===== src/rtl/instr_cache_pkg.sv =====
// icache_pkg: shared types and address helpers for the instruction cache.
// Holds the FSM state enum, default field widths and tag/index extraction.
package icache_pkg;

  localparam int TAG_W = 28;
  localparam int IDX_W = 2;

  typedef enum logic [1:0] {
    IDLE = 2'd0,
    MISS = 2'd1,
    DONE = 2'd2
  } icache_state_e;

  // Tag is everything above the index and the byte offset.
  function automatic logic [31:0] addr_tag(
    input logic [31:0] a,
    input int          iw
  );
    return a >> (iw + 2);
  endfunction

  function automatic logic [31:0] addr_idx(
    input logic [31:0] a,
    input int          iw
  );
    return (a >> 2) & ((32'd1 << iw) - 32'd1);
  endfunction

endpackage


===== src/rtl/instr_cache_if.sv =====
// Fetch-side and memory-side bundles for instr_cache.
// cpu: master = fetch stage, slave = cache; mem: master = cache, slave = imem.
interface icache_cpu_if #(parameter int XLEN = 32);
  logic            cpu_req;
  logic [XLEN-1:0] cpu_addr;
  logic [XLEN-1:0] cpu_instr;
  logic            cpu_valid;
  logic            stall;
  logic            flush;

  modport master (
    output cpu_req, cpu_addr, flush,
    input  cpu_instr, cpu_valid, stall
  );
  modport slave (
    input  cpu_req, cpu_addr, flush,
    output cpu_instr, cpu_valid, stall
  );
endinterface

interface icache_mem_if #(parameter int XLEN = 32);
  logic            mem_req;
  logic [XLEN-1:0] mem_addr;
  logic            mem_ready;
  logic [XLEN-1:0] mem_rdata;

  modport master (
    output mem_req, mem_addr,
    input  mem_ready, mem_rdata
  );
  modport slave (
    input  mem_req, mem_addr,
    output mem_ready, mem_rdata
  );
endinterface


===== src/rtl/instr_cache_tag_array.sv =====
// icache_tag_array: valid/tag/data storage, async read, one write port.
// Ports: rd_idx -> rd_valid/rd_tag/rd_data; we/wr_*; clear_valid wipes valids.
module icache_tag_array
  import icache_pkg::*;
#(
  parameter int N_LINES = 4,
  parameter int IW      = IDX_W,
  parameter int TW      = TAG_W,
  parameter int DW      = 32
) (
  input  logic          clk,
  input  logic          reset,
  input  logic [IW-1:0] rd_idx,
  output logic          rd_valid,
  output logic [TW-1:0] rd_tag,
  output logic [DW-1:0] rd_data,
  input  logic          we,
  input  logic [IW-1:0] wr_idx,
  input  logic [TW-1:0] wr_tag,
  input  logic [DW-1:0] wr_data,
  input  logic          clear_valid
);

  logic [N_LINES-1:0] valid;
  logic [TW-1:0]      tags [N_LINES];
  logic [DW-1:0]      data [N_LINES];

  // A clear on the fill edge wins: the word lands but stays invalid.
  always_ff @(posedge clk or negedge reset) begin
    if (!reset) begin
      valid <= '0;
    end else if (clear_valid) begin
      valid <= '0;
    end else if (we) begin
      valid[wr_idx] <= 1'b1;
    end
  end

  always_ff @(posedge clk) begin
    if (we) begin
      tags[wr_idx] <= wr_tag;
      data[wr_idx] <= wr_data;
    end
  end

  assign rd_valid = valid[rd_idx];
  assign rd_tag   = tags[rd_idx];
  assign rd_data  = data[rd_idx];

endmodule


===== src/rtl/instr_cache.sv =====
// instr_cache: direct-mapped, one-word-per-line I-cache (IDLE/MISS/DONE).
// Ports: clk, reset (async low), cpu (slave), mem (master);
// hit_count/miss_count only when ICACHE_STATS_EN is defined.
module instr_cache
  import icache_pkg::*;
#(
  parameter int N_LINES = 4,
  parameter int XLEN    = 32
) (
  input  logic         clk,
  input  logic         reset,
  icache_cpu_if.slave  cpu,
  icache_mem_if.master mem
`ifdef ICACHE_STATS_EN
  ,
  output logic [31:0]  hit_count,
  output logic [31:0]  miss_count
`endif
);

  localparam int IW = $clog2(N_LINES);
  localparam int TW = XLEN - IW - 2;

  icache_state_e   state;
  logic [XLEN-1:0] fill_data;

  logic [IW-1:0]   req_idx;
  logic [TW-1:0]   req_tag;
  logic [IW-1:0]   fill_idx;
  logic [TW-1:0]   fill_tag;
  logic            line_valid;
  logic [TW-1:0]   line_tag;
  logic [XLEN-1:0] line_data;
  logic            fill_we;
  logic            hit;
  logic            miss;

  assign req_idx  = IW'(addr_idx(cpu.cpu_addr, IW));
  assign req_tag  = TW'(addr_tag(cpu.cpu_addr, IW));
  // mem_addr doubles as the latched miss address.
  assign fill_idx = IW'(addr_idx(mem.mem_addr, IW));
  assign fill_tag = TW'(addr_tag(mem.mem_addr, IW));
  assign fill_we  = (state == MISS) & mem.mem_ready;

  icache_tag_array #(
    .N_LINES (N_LINES),
    .IW      (IW),
    .TW      (TW),
    .DW      (XLEN)
  ) u_tags (
    .clk         (clk),
    .reset       (reset),
    .rd_idx      (req_idx),
    .rd_valid    (line_valid),
    .rd_tag      (line_tag),
    .rd_data     (line_data),
    .we          (fill_we),
    .wr_idx      (fill_idx),
    .wr_tag      (fill_tag),
    .wr_data     (mem.mem_rdata),
    .clear_valid (cpu.flush)
  );

  // Flush masks a hit so the request refetches after the wipe.
  assign hit  = (state == IDLE) & cpu.cpu_req & line_valid
              & (line_tag == req_tag) & ~cpu.flush;
  assign miss = (state == IDLE) & cpu.cpu_req & ~hit;

  always_comb begin
    cpu.cpu_valid = 1'b0;
    cpu.cpu_instr = '0;
    cpu.stall     = 1'b0;
    unique case (state)
      IDLE: begin
        cpu.cpu_valid = hit;
        cpu.cpu_instr = hit ? line_data : '0;
        cpu.stall     = miss;
      end
      MISS: cpu.stall = 1'b1;
      DONE: begin
        cpu.cpu_valid = 1'b1;
        cpu.cpu_instr = fill_data;
      end
      default: ;
    endcase
  end

  always_ff @(posedge clk or negedge reset) begin
    if (!reset) begin
      state        <= IDLE;
      mem.mem_req  <= 1'b0;
      mem.mem_addr <= '0;
      fill_data    <= '0;
    end else begin
      unique case (state)
        IDLE: begin
          if (miss) begin
            state        <= MISS;
            mem.mem_req  <= 1'b1;
            mem.mem_addr <= cpu.cpu_addr & ~XLEN'(3);
          end
        end
        MISS: begin
          if (mem.mem_ready) begin
            state       <= DONE;
            mem.mem_req <= 1'b0;
            fill_data   <= mem.mem_rdata;
          end
        end
        DONE:    state <= IDLE;
        default: state <= IDLE;
      endcase
    end
  end

`ifdef ICACHE_STATS_EN
  always_ff @(posedge clk or negedge reset) begin
    if (!reset) begin
      hit_count  <= '0;
      miss_count <= '0;
    end else begin
      if (hit && hit_count != '1) begin
        hit_count <= hit_count + 32'd1;
      end
      if (miss && miss_count != '1) begin
        miss_count <= miss_count + 32'd1;
      end
    end
  end
`endif

endmodule


===== src/flat_wrapper.sv =====
// flat-port wrapper written by rule: the top's interface ports become plain ports
module instr_cache_flat import icache_pkg::*;
#(
  parameter int N_LINES = 4,
  parameter int XLEN    = 32
)
  (clk, reset, cpu_cpu_req, cpu_cpu_addr, cpu_flush, cpu_cpu_instr, cpu_cpu_valid, cpu_stall, mem_mem_req, mem_mem_addr, mem_mem_ready, mem_mem_rdata);
  icache_cpu_if #(.XLEN(XLEN)) cpu_i ();
  icache_mem_if #(.XLEN(XLEN)) mem_i ();
  input  logic clk;
  input  logic reset;
  input wire logic [$bits(cpu_i.cpu_req)-1:0] cpu_cpu_req;
  input wire logic [$bits(cpu_i.cpu_addr)-1:0] cpu_cpu_addr;
  input wire logic [$bits(cpu_i.flush)-1:0] cpu_flush;
  output wire logic [$bits(cpu_i.cpu_instr)-1:0] cpu_cpu_instr;
  output wire logic [$bits(cpu_i.cpu_valid)-1:0] cpu_cpu_valid;
  output wire logic [$bits(cpu_i.stall)-1:0] cpu_stall;
  output wire logic [$bits(mem_i.mem_req)-1:0] mem_mem_req;
  output wire logic [$bits(mem_i.mem_addr)-1:0] mem_mem_addr;
  input wire logic [$bits(mem_i.mem_ready)-1:0] mem_mem_ready;
  input wire logic [$bits(mem_i.mem_rdata)-1:0] mem_mem_rdata;
  assign cpu_i.cpu_req = cpu_cpu_req;
  assign cpu_i.cpu_addr = cpu_cpu_addr;
  assign cpu_i.flush = cpu_flush;
  assign cpu_cpu_instr = cpu_i.cpu_instr;
  assign cpu_cpu_valid = cpu_i.cpu_valid;
  assign cpu_stall = cpu_i.stall;
  assign mem_mem_req = mem_i.mem_req;
  assign mem_mem_addr = mem_i.mem_addr;
  assign mem_i.mem_ready = mem_mem_ready;
  assign mem_i.mem_rdata = mem_mem_rdata;
  instr_cache #(.N_LINES(N_LINES), .XLEN(XLEN)) u_core (.clk(clk), .reset(reset), .cpu(cpu_i), .mem(mem_i));
endmodule

===== config.mk =====
export PLATFORM = sky130hd
export DESIGN_NAME = instr_cache_flat
export DESIGN_NICKNAME = d
export VERILOG_FILES = /design/src/rtl/instr_cache_pkg.sv /design/src/rtl/instr_cache_if.sv /design/src/rtl/instr_cache_tag_array.sv /design/src/rtl/instr_cache.sv /design/src/flat_wrapper.sv
export SDC_FILE = /design/constraint.sdc
export NUM_CORES = 1
export LEC_CHECK = 0
export ABC_AREA = 1
export ABC_CLOCK_PERIOD_IN_PS = 10900
export CAP_MARGIN = 20
export CORE_AREA = 2 2 156 158
export CTS_CLUSTER_DIAMETER = 60
export DETAILED_ROUTE_END_ITERATION = 10
export DIE_AREA = 0 0 158 160
export PLACE_DENSITY = 0.83
export SYNTH_ARGS = -nofsm -noshare
export SYNTH_HDL_FRONTEND = slang
export SYNTH_SLANG_ARGS = --single-unit

===== constraint.sdc =====
create_clock -name clk -period 10.9 [get_ports clk]
set_input_delay 1.635 -clock clk [delete_from_list [all_inputs] [get_ports clk]]
set_output_delay 1.635 -clock clk [all_outputs]
set_load 0.02 [all_outputs]

==> results of run 1 <==
worst max-delay path, stage by stage:
cell,delay (ps)
buf_4,330
clkinv_2,570
buf_4,560
nand2_1,170
nand3_1,90
nand2_1,110
o21ai_0,110
nor2_1,140
nand3_1,170
nor2_4,820
nand2_2,170
buf_4,340
a21oi_1,180
clkdlybuf4s50_1,620
per-stage QoR:
stage | hold WS (ps) | util, % | total power [mW] | instances | instance area [um2]
floorplan | 442 | - | 1.97 | 1174 | 12700
global route | 489 | 64.5 | 3.50 | 1632 | 15400
global placement | 453 | 59.8 | 2.23 | 1575 | 14200
detailed placement | 458 | 59.8 | 2.25 | 1575 | 14200
finish | 471 | 64.5 | 3.37 | 1633 | 15400
CTS | 473 | 64.3 | 3.38 | 1631 | 15300
cell type report:
| class | count | area, um2 | area share, % |
|---|---|---|---|
| clock inverter | 17 | 275 | 1.79 |
| antenna | 1 | 2.50 | 0.0163 |
| sequential | 309 | 8930 | 58.2 |
| tap | 324 | 405 | 2.64 |
| inverter | 23 | 87.6 | 0.570 |
| clock buffer | 39 | 815 | 5.30 |
| multi-input combinational | 771 | 3380 | 22.0 |
| timing repair buffer | 149 | 1460 | 9.49 |
report_power, final:
group / switching (mW) / internal [mW] / leakage [nW]
Combinational: 0.379 / 0.222 / 2.31
Sequential: 0.122 / 1.52 / 3.04
Clock: 0.437 / 0.692 / 0.521
Total: 0.938 / 2.43 / 5.87
worst paths after layout:
path,startpoint,endpoint,slack [ps]
worst max-delay path,cpu_cpu_addr[2],cpu_cpu_valid,3140
worst min-delay path,u_core.fill_data[20],u_core.fill_data[20],470
worst max register to register,u_core.state[0],u_core.mem.mem_addr[21],7800
worst min register to register,u_core.fill_data[20],u_core.fill_data[20],470
max in group asynchronous,reset,u_core.fill_data[25],9330
min in group asynchronous,reset,u_core.mem.mem_addr[26],970
flip-flops by register name, indices dropped and copies added (netlist names):
signal / cells
u_core.mem.mem_addr: 30
u_core.mem.mem_req: 1
u_core.u_tags.tags: 112
u_core.state: 2
u_core.u_tags.data: 128
u_core.fill_data: 32
u_core.u_tags.valid: 4
kinds of logic after synthesis:
| logic type | after synthesis |
|---|---|
| buffers and inverters | 94 |
| other | 1 |
| flip-flops | 309 |
| AND/OR/NAND/NOR | 634 |
| AO/OA/AOI/OAI | 135 |
synth_stat cells, drive strengths merged:
cell    number
a21oi       34
buf         35
clkbuf      36
conb         1
dfrtp       69
edfxtp     240
inv         23
nand2      393
nand3      135
nand3b      14
nand4        1
nor2        87
nor3         4
o21ai       69
o22ai       32
per-layer routing:
layer	track usage, %	vias up	routed length [um]	part of all wire [%]
met1	33.1	4504	12500	40
met3	5.24	59	2760	8.8
met5	0	-	25	0.080
met2	41.5	439	15400	49
li1	-	4259	-	-
met4	6.80	4	648	2.1
cell usage in the layout (no fill, tap or decap), types with 2 or more instances in the layout:
cell type	Yosys	layout
a21oi_1	34	34
buf_4	8	19
bufinv_16	0	7
clkbuf_1	36	6
clkbuf_16	0	30
clkbuf_8	0	3
clkdlybuf4s50_1	0	128
clkinv_1	0	3
clkinv_2	0	4
clkinvlp_4	0	3
conb_1	1	2
dfrtp_1	69	69
edfxtp_1	240	240
inv_1	20	20
inv_2	3	2
nand2_1	391	391
nand3_1	135	135
nand3b_1	14	14
nor2_1	85	84
nor2_4	2	2
nor3_2	0	4
o21ai_0	66	66
o21ai_1	3	3
o22ai_1	32	32
==> results.sh, run 1 <==
export IMPL_antenna_found_initial=3
export IMPL_yosysTopAreaCell="edfxtp_1"
export IMPL_wl_per_cell_um=19.2
export IMPL_setup_viol=0
export IMPL_yosysWarnings=0
export IMPL_post_cts_resize_count=0
export IMPL_power_density_nw_per_um2=219
export IMPL_ant_nets=0
export IMPL_grt_max_degree=92
export IMPL_dpl_hpwl_um=16700
export IMPL_pin_count=136
export IMPL_postSynthAreaPerCell_um2=10.8
export IMPL_clock_latency_ps=560
export IMPL_clkSinkCount=309
export IMPL_peakVddDrop_v=0.000168
export IMPL_port_buffers=131
export IMPL_cp_end_kind="output pin"
export IMPL_cts_tree="done"
export IMPL_cp_arrival_ps=6130
export IMPL_syn_inst=1173
export IMPL_cts_root_buffer="clkbuf_16"
export IMPL_dp_slack_ps=3180
export IMPL_maxSlewHeadroom_pct=31.4
export IMPL_synth_fa_ha_area_share_pct=0
export IMPL_synth_top_area_share_pct=56.7
export IMPL_crit_path_start_kind="primary input"
export IMPL_initial_core_util_pct=53.4
export IMPL_grt_usage_pct=24.8
export IMPL_vias=9265
export IMPL_synth_seq_cells=309
export IMPL_die_w_um=158
export IMPL_hold_buffers=0
export IMPL_totalWireLength_um=31300
export IMPL_core_um2=23800
export IMPL_grt_pass1_vias=9175
export IMPL_path_max_fanout=82
export IMPL_drv_cap=0
export IMPL_gp_congestion=0.712
export IMPL_synth_xor_area_share_pct=0
export IMPL_drive_gt1_share_pct=6.12
export IMPL_post_route_drc_count=0
export IMPL_final_nets=1353
export IMPL_yosys_top_cells_area="edfxtp_1 57%, dfrtp_1 14%, nand2_1 12%"
export IMPL_slew_violations=0
export IMPL_clkTransAtPathRegs_ps=60
export IMPL_criticalPathCategory="in -> out"
export IMPL_clk_path_buf_depth=3
export IMPL_htreeDepth=1
export IMPL_nFillCells=1813
export IMPL_synth_compound_area_share_pct=5.63
export IMPL_fin_crit_ps=7760
export IMPL_firstDrtPassIters=5
export IMPL_hold_viol=0
export IMPL_max_clock_freq_ghz=0.129
export IMPL_viasPerCell=5.67
export IMPL_syn_area_um2=12700
export IMPL_synth_top_family_by_area="simple AND/OR/NAND/NOR gates"
export IMPL_synth_distinct_cells=23
export IMPL_min_path_cells=2
export IMPL_grt_overflow=0
export IMPL_hold_path_class="reg -> reg"
export IMPL_synthMuxAreaShare_pct=0
export IMPL_rsz0062_at_grt="no"
export IMPL_finalSetupTns_ps=0
export IMPL_cts_buffers=30
export IMPL_setup_slack_ps=3140
export IMPL_fin_crit_sh_pct=71.2
export IMPL_cp_required_ps=9270
export IMPL_yosys_area_share_simple_pct=20.7
export IMPL_clock_skew_final_ps=19.5
export IMPL_die_height_um=160
export IMPL_rr_worst_depth=14
export IMPL_grt_pass1_wl_um=48800
export IMPL_die_area_um2=25300
export IMPL_core_rowCount=57
export IMPL_area_growth_pct=20.8
export IMPL_p_leak_nw=5.87
export IMPL_ys_seq_area_share_pct=70.3
export IMPL_drt_iter0_drc=1040
export IMPL_worst_slew_pin_slew_ps=1030
export IMPL_postCtsSetupRepairBufs=0
export IMPL_status="completed"
Power figures use the tool's default switching activity.
==> run 2: changes to the inputs <==
--- a/config.mk
+++ b/config.mk
@@ -6,13 +6,13 @@
 export NUM_CORES = 1
 export LEC_CHECK = 0
 export ABC_AREA = 1
-export ABC_CLOCK_PERIOD_IN_PS = 10900
+export ABC_CLOCK_PERIOD_IN_PS = 6430
 export CAP_MARGIN = 20
-export CORE_AREA = 2 2 156 158
+export CORE_AREA = 2 2 161 163
 export CTS_CLUSTER_DIAMETER = 60
 export DETAILED_ROUTE_END_ITERATION = 10
-export DIE_AREA = 0 0 158 160
-export PLACE_DENSITY = 0.83
+export DIE_AREA = 0 0 163 165
+export PLACE_DENSITY = 0.81
 export SYNTH_ARGS = -nofsm -noshare
 export SYNTH_HDL_FRONTEND = slang
 export SYNTH_SLANG_ARGS = --single-unit
==> constraint.sdc (replaced) <==
create_clock -name clk -period 6.43 [get_ports clk]
set_input_delay 0.9645 -clock clk [delete_from_list [all_inputs] [get_ports clk]]
set_output_delay 0.9645 -clock clk [all_outputs]
set_load 0.02 [all_outputs]
==> results.sh, run 2 (same netlist as run 1, synthesis figures left out) <==
export IMPL_fin_crit_ps=5510
export IMPL_intPower_mw=4.03
export IMPL_cp_end_kind="output pin"
export IMPL_drive_gt1_share_pct=6.84
export IMPL_slew_violations=0
export IMPL_cts_root_buffer="clkbuf_16"
export IMPL_largest_register_ffs=128
export IMPL_drt_iter0_drc=1025
export IMPL_cp_required_ps=5470
export IMPL_path_cells="buf_2 > inv_2 > nand3_1 > nand2_1 > nand2_1 > nand2_1 > nand3_1 > nor2_1 > nand2_1 > nor2_4 > nand2_2 > nand2_4 > nand2_1 > clkdlybuf4s50_1"
export IMPL_hold_path_class="in -> async"
export IMPL_criticalPathCategory="in -> out"
export IMPL_switching_share_pct=28.2
export IMPL_nFillCells=1972
export IMPL_grt_usage_pct=23.1
export IMPL_grt_pass1_vias=9126
export IMPL_port_buffers=131
export IMPL_clk_path_buf_depth=3
export IMPL_die_height_um=165
export IMPL_grt_pass1_wl_um=47700
export IMPL_post_route_drc_count=0
export IMPL_design_area_um2=15400
export IMPL_status="completed"
export IMPL_cp_slowest_cell="inv_2"
export IMPL_ff2ff_setup_slack_ps=3260
export IMPL_die_area_um2=26900
export IMPL_use_met1_pct=30.2
export IMPL_cpPeakStageDelay_ps=630
export IMPL_timing_hold_ws_ps=312
export IMPL_pin_count=136
export IMPL_grtUsageMet3_pct=3.77
export IMPL_p_switching_mw=1.58
export IMPL_largest_register="u_core.u_tags.data"
export IMPL_cp_common_cell="nand2_1"
export IMPL_crit_path_start_kind="primary input"
export IMPL_grt_max_degree=74
export IMPL_hold_viol=0
export IMPL_fin_crit_sh_pct=85.7
export IMPL_gp_congestion=0.728
export IMPL_core_rowCount=58
export IMPL_totalWireLength_um=31300
export IMPL_dpl_hpwl_um=17200
export IMPL_clock_skew_final_ps=18.9
export IMPL_pwr_share_clk_pct=32.5
export IMPL_viasPerCell=5.63
export IMPL_cp_top_family="simple AND/OR/NAND/NOR gates"
export IMPL_placed_area_um2=14300
export IMPL_wl_per_cell_um=19.0
export IMPL_rsz0062_at_grt="no"
export IMPL_fin_util_pct=61.3
export IMPL_die_w_um=163
export IMPL_cp_depth=14
export IMPL_use_met2_pct=40.0
export IMPL_path_max_fanout=40
export IMPL_r2r_end="u_core.u_tags.data[2][19]"
export IMPL_final_common_cell="nand2_1"
export IMPL_cp_arrival_ps=4550
export IMPL_antenna_found_initial=0
export IMPL_clock_latency_ps=550
export IMPL_initial_core_util_pct=50.8
export IMPL_hold_buffers=0
export IMPL_maxSlewHeadroom_pct=41.7
export IMPL_area_growth_pct=20.8
export IMPL_rr_worst_depth=7
export IMPL_pwr_share_seq_pct=49.6
export IMPL_firstDrtPassIters=7
export IMPL_cp_startpoint="cpu_cpu_addr[3]"
export IMPL_postCtsSetupRepairBufs=0
export IMPL_top_regs="u_core.u_tags.data: 128 flops, u_core.u_tags.tags: 112 flops, u_core.fill_data: 32 flops"
export IMPL_peakVddDrop_v=0.000231
export IMPL_grt_busiest_layer="met2"
export IMPL_path_buf_inv=3
export IMPL_vias=9266
export IMPL_rr_startpoint="u_core.state[0]"
export IMPL_ant_nets=0
export IMPL_drv_cap=0
export IMPL_cts_buffers=31
export IMPL_cts_tree="done"
export IMPL_clkTransAtPathRegs_ps=60
export IMPL_grt_overflow=0
export IMPL_core_um2=25000
export IMPL_insertedDiodeCount=0
export IMPL_setup_viol=0
export IMPL_final_nets=1360
export IMPL_post_cts_resize_count=0
export IMPL_htreeDepth=1
export IMPL_clkSinkCount=309
export IMPL_combPwrFrac_pct=17.9
export IMPL_power_density_nw_per_um2=366
export IMPL_max_clock_freq_ghz=0.181
export IMPL_endpoint="cpu_stall"
export IMPL_final_cell_mix="391 x nand2_1, 240 x edfxtp_1, 135 x nand3_1"
export IMPL_p_leak_nw=5.89
export IMPL_finalSetupTns_ps=0
export IMPL_worst_slew_pin_slew_ps=874
run 2: cell types whose count changed in the layout (fill, tap and decap cells not counted), sizes merged:
cell    before  now
buf         21   27
bufinv       7    4
clkinv       8   11
diode        1    0
inv         22   23
run 2: power by group through the flow:
| stage | Combinational [mW] | Clock (mW) | Sequential (mW) |
|---|---|---|---|
| CTS | 1.01 | 1.84 | 2.78 |
| global placement | 0.981 | 0 | 2.79 |
| floorplan | 0.464 | 0 | 2.87 |
| global route | 1.10 | 1.92 | 2.82 |
| finish | 1.01 | 1.82 | 2.78 |
| detailed placement | 1.01 | 0 | 2.82 |
run 2: cell type report:
class	instances	area [um2]	share of cell area, %
clock inverter	18	208	1.35
timing repair buffer	155	1490	9.73
sequential	309	8930	58.2
tap	330	413	2.69
clock buffer	39	836	5.44
inverter	23	87.6	0.571
multi-input combinational	771	3380	22.0
run 2: worst min path at each step:
stage,start,depth (start not counted),endpoint
after floorplan,u_core.fill_data[0],2,u_core.fill_data[0]
after global placement,u_core.fill_data[2],2,u_core.fill_data[2]
after detailed placement,u_core.fill_data[15],2,u_core.fill_data[15]
after CTS,reset,1,u_core.mem.mem_addr[26]
after global routing,reset,1,u_core.mem.mem_addr[26]
final,reset,1,u_core.mem.mem_addr[26]
run 2: worst register-to-register path: stages (launching register included):
cell     delay, ps
dfrtp_1        320
buf_4          390
nand2_1        180
nor2_2         110
buf_4          390
inv_2          460
nor3_2         260
buf_4          650
run 2: metrics by stage:
| step | total power [mW] | cells | worst slack (ps) |
|---|---|---|---|
| 4_1_cts | 5.64 | 1645 | 940 |
| 3_3_place_gp | 3.77 | 1588 | 975 |
| 3_5_place_dp | 3.82 | 1588 | 967 |
| 5_1_grt | 5.84 | 1645 | 680 |
| 6_report | 5.61 | 1645 | 919 |
| 2_1_floorplan | 3.34 | 1174 | 325 |
run 2: layer usage:
| metal | part of all wire (%) | routed length (um) | vias to the layer above |
|---|---|---|---|
| li1 | - | - | 4272 |
| met1 | 40 | 12600 | 4494 |
| met2 | 49 | 15300 | 448 |
| met3 | 8.8 | 2750 | 52 |
| met4 | 2.1 | 651 | 0 |
| met5 | 0 | 0 | - |
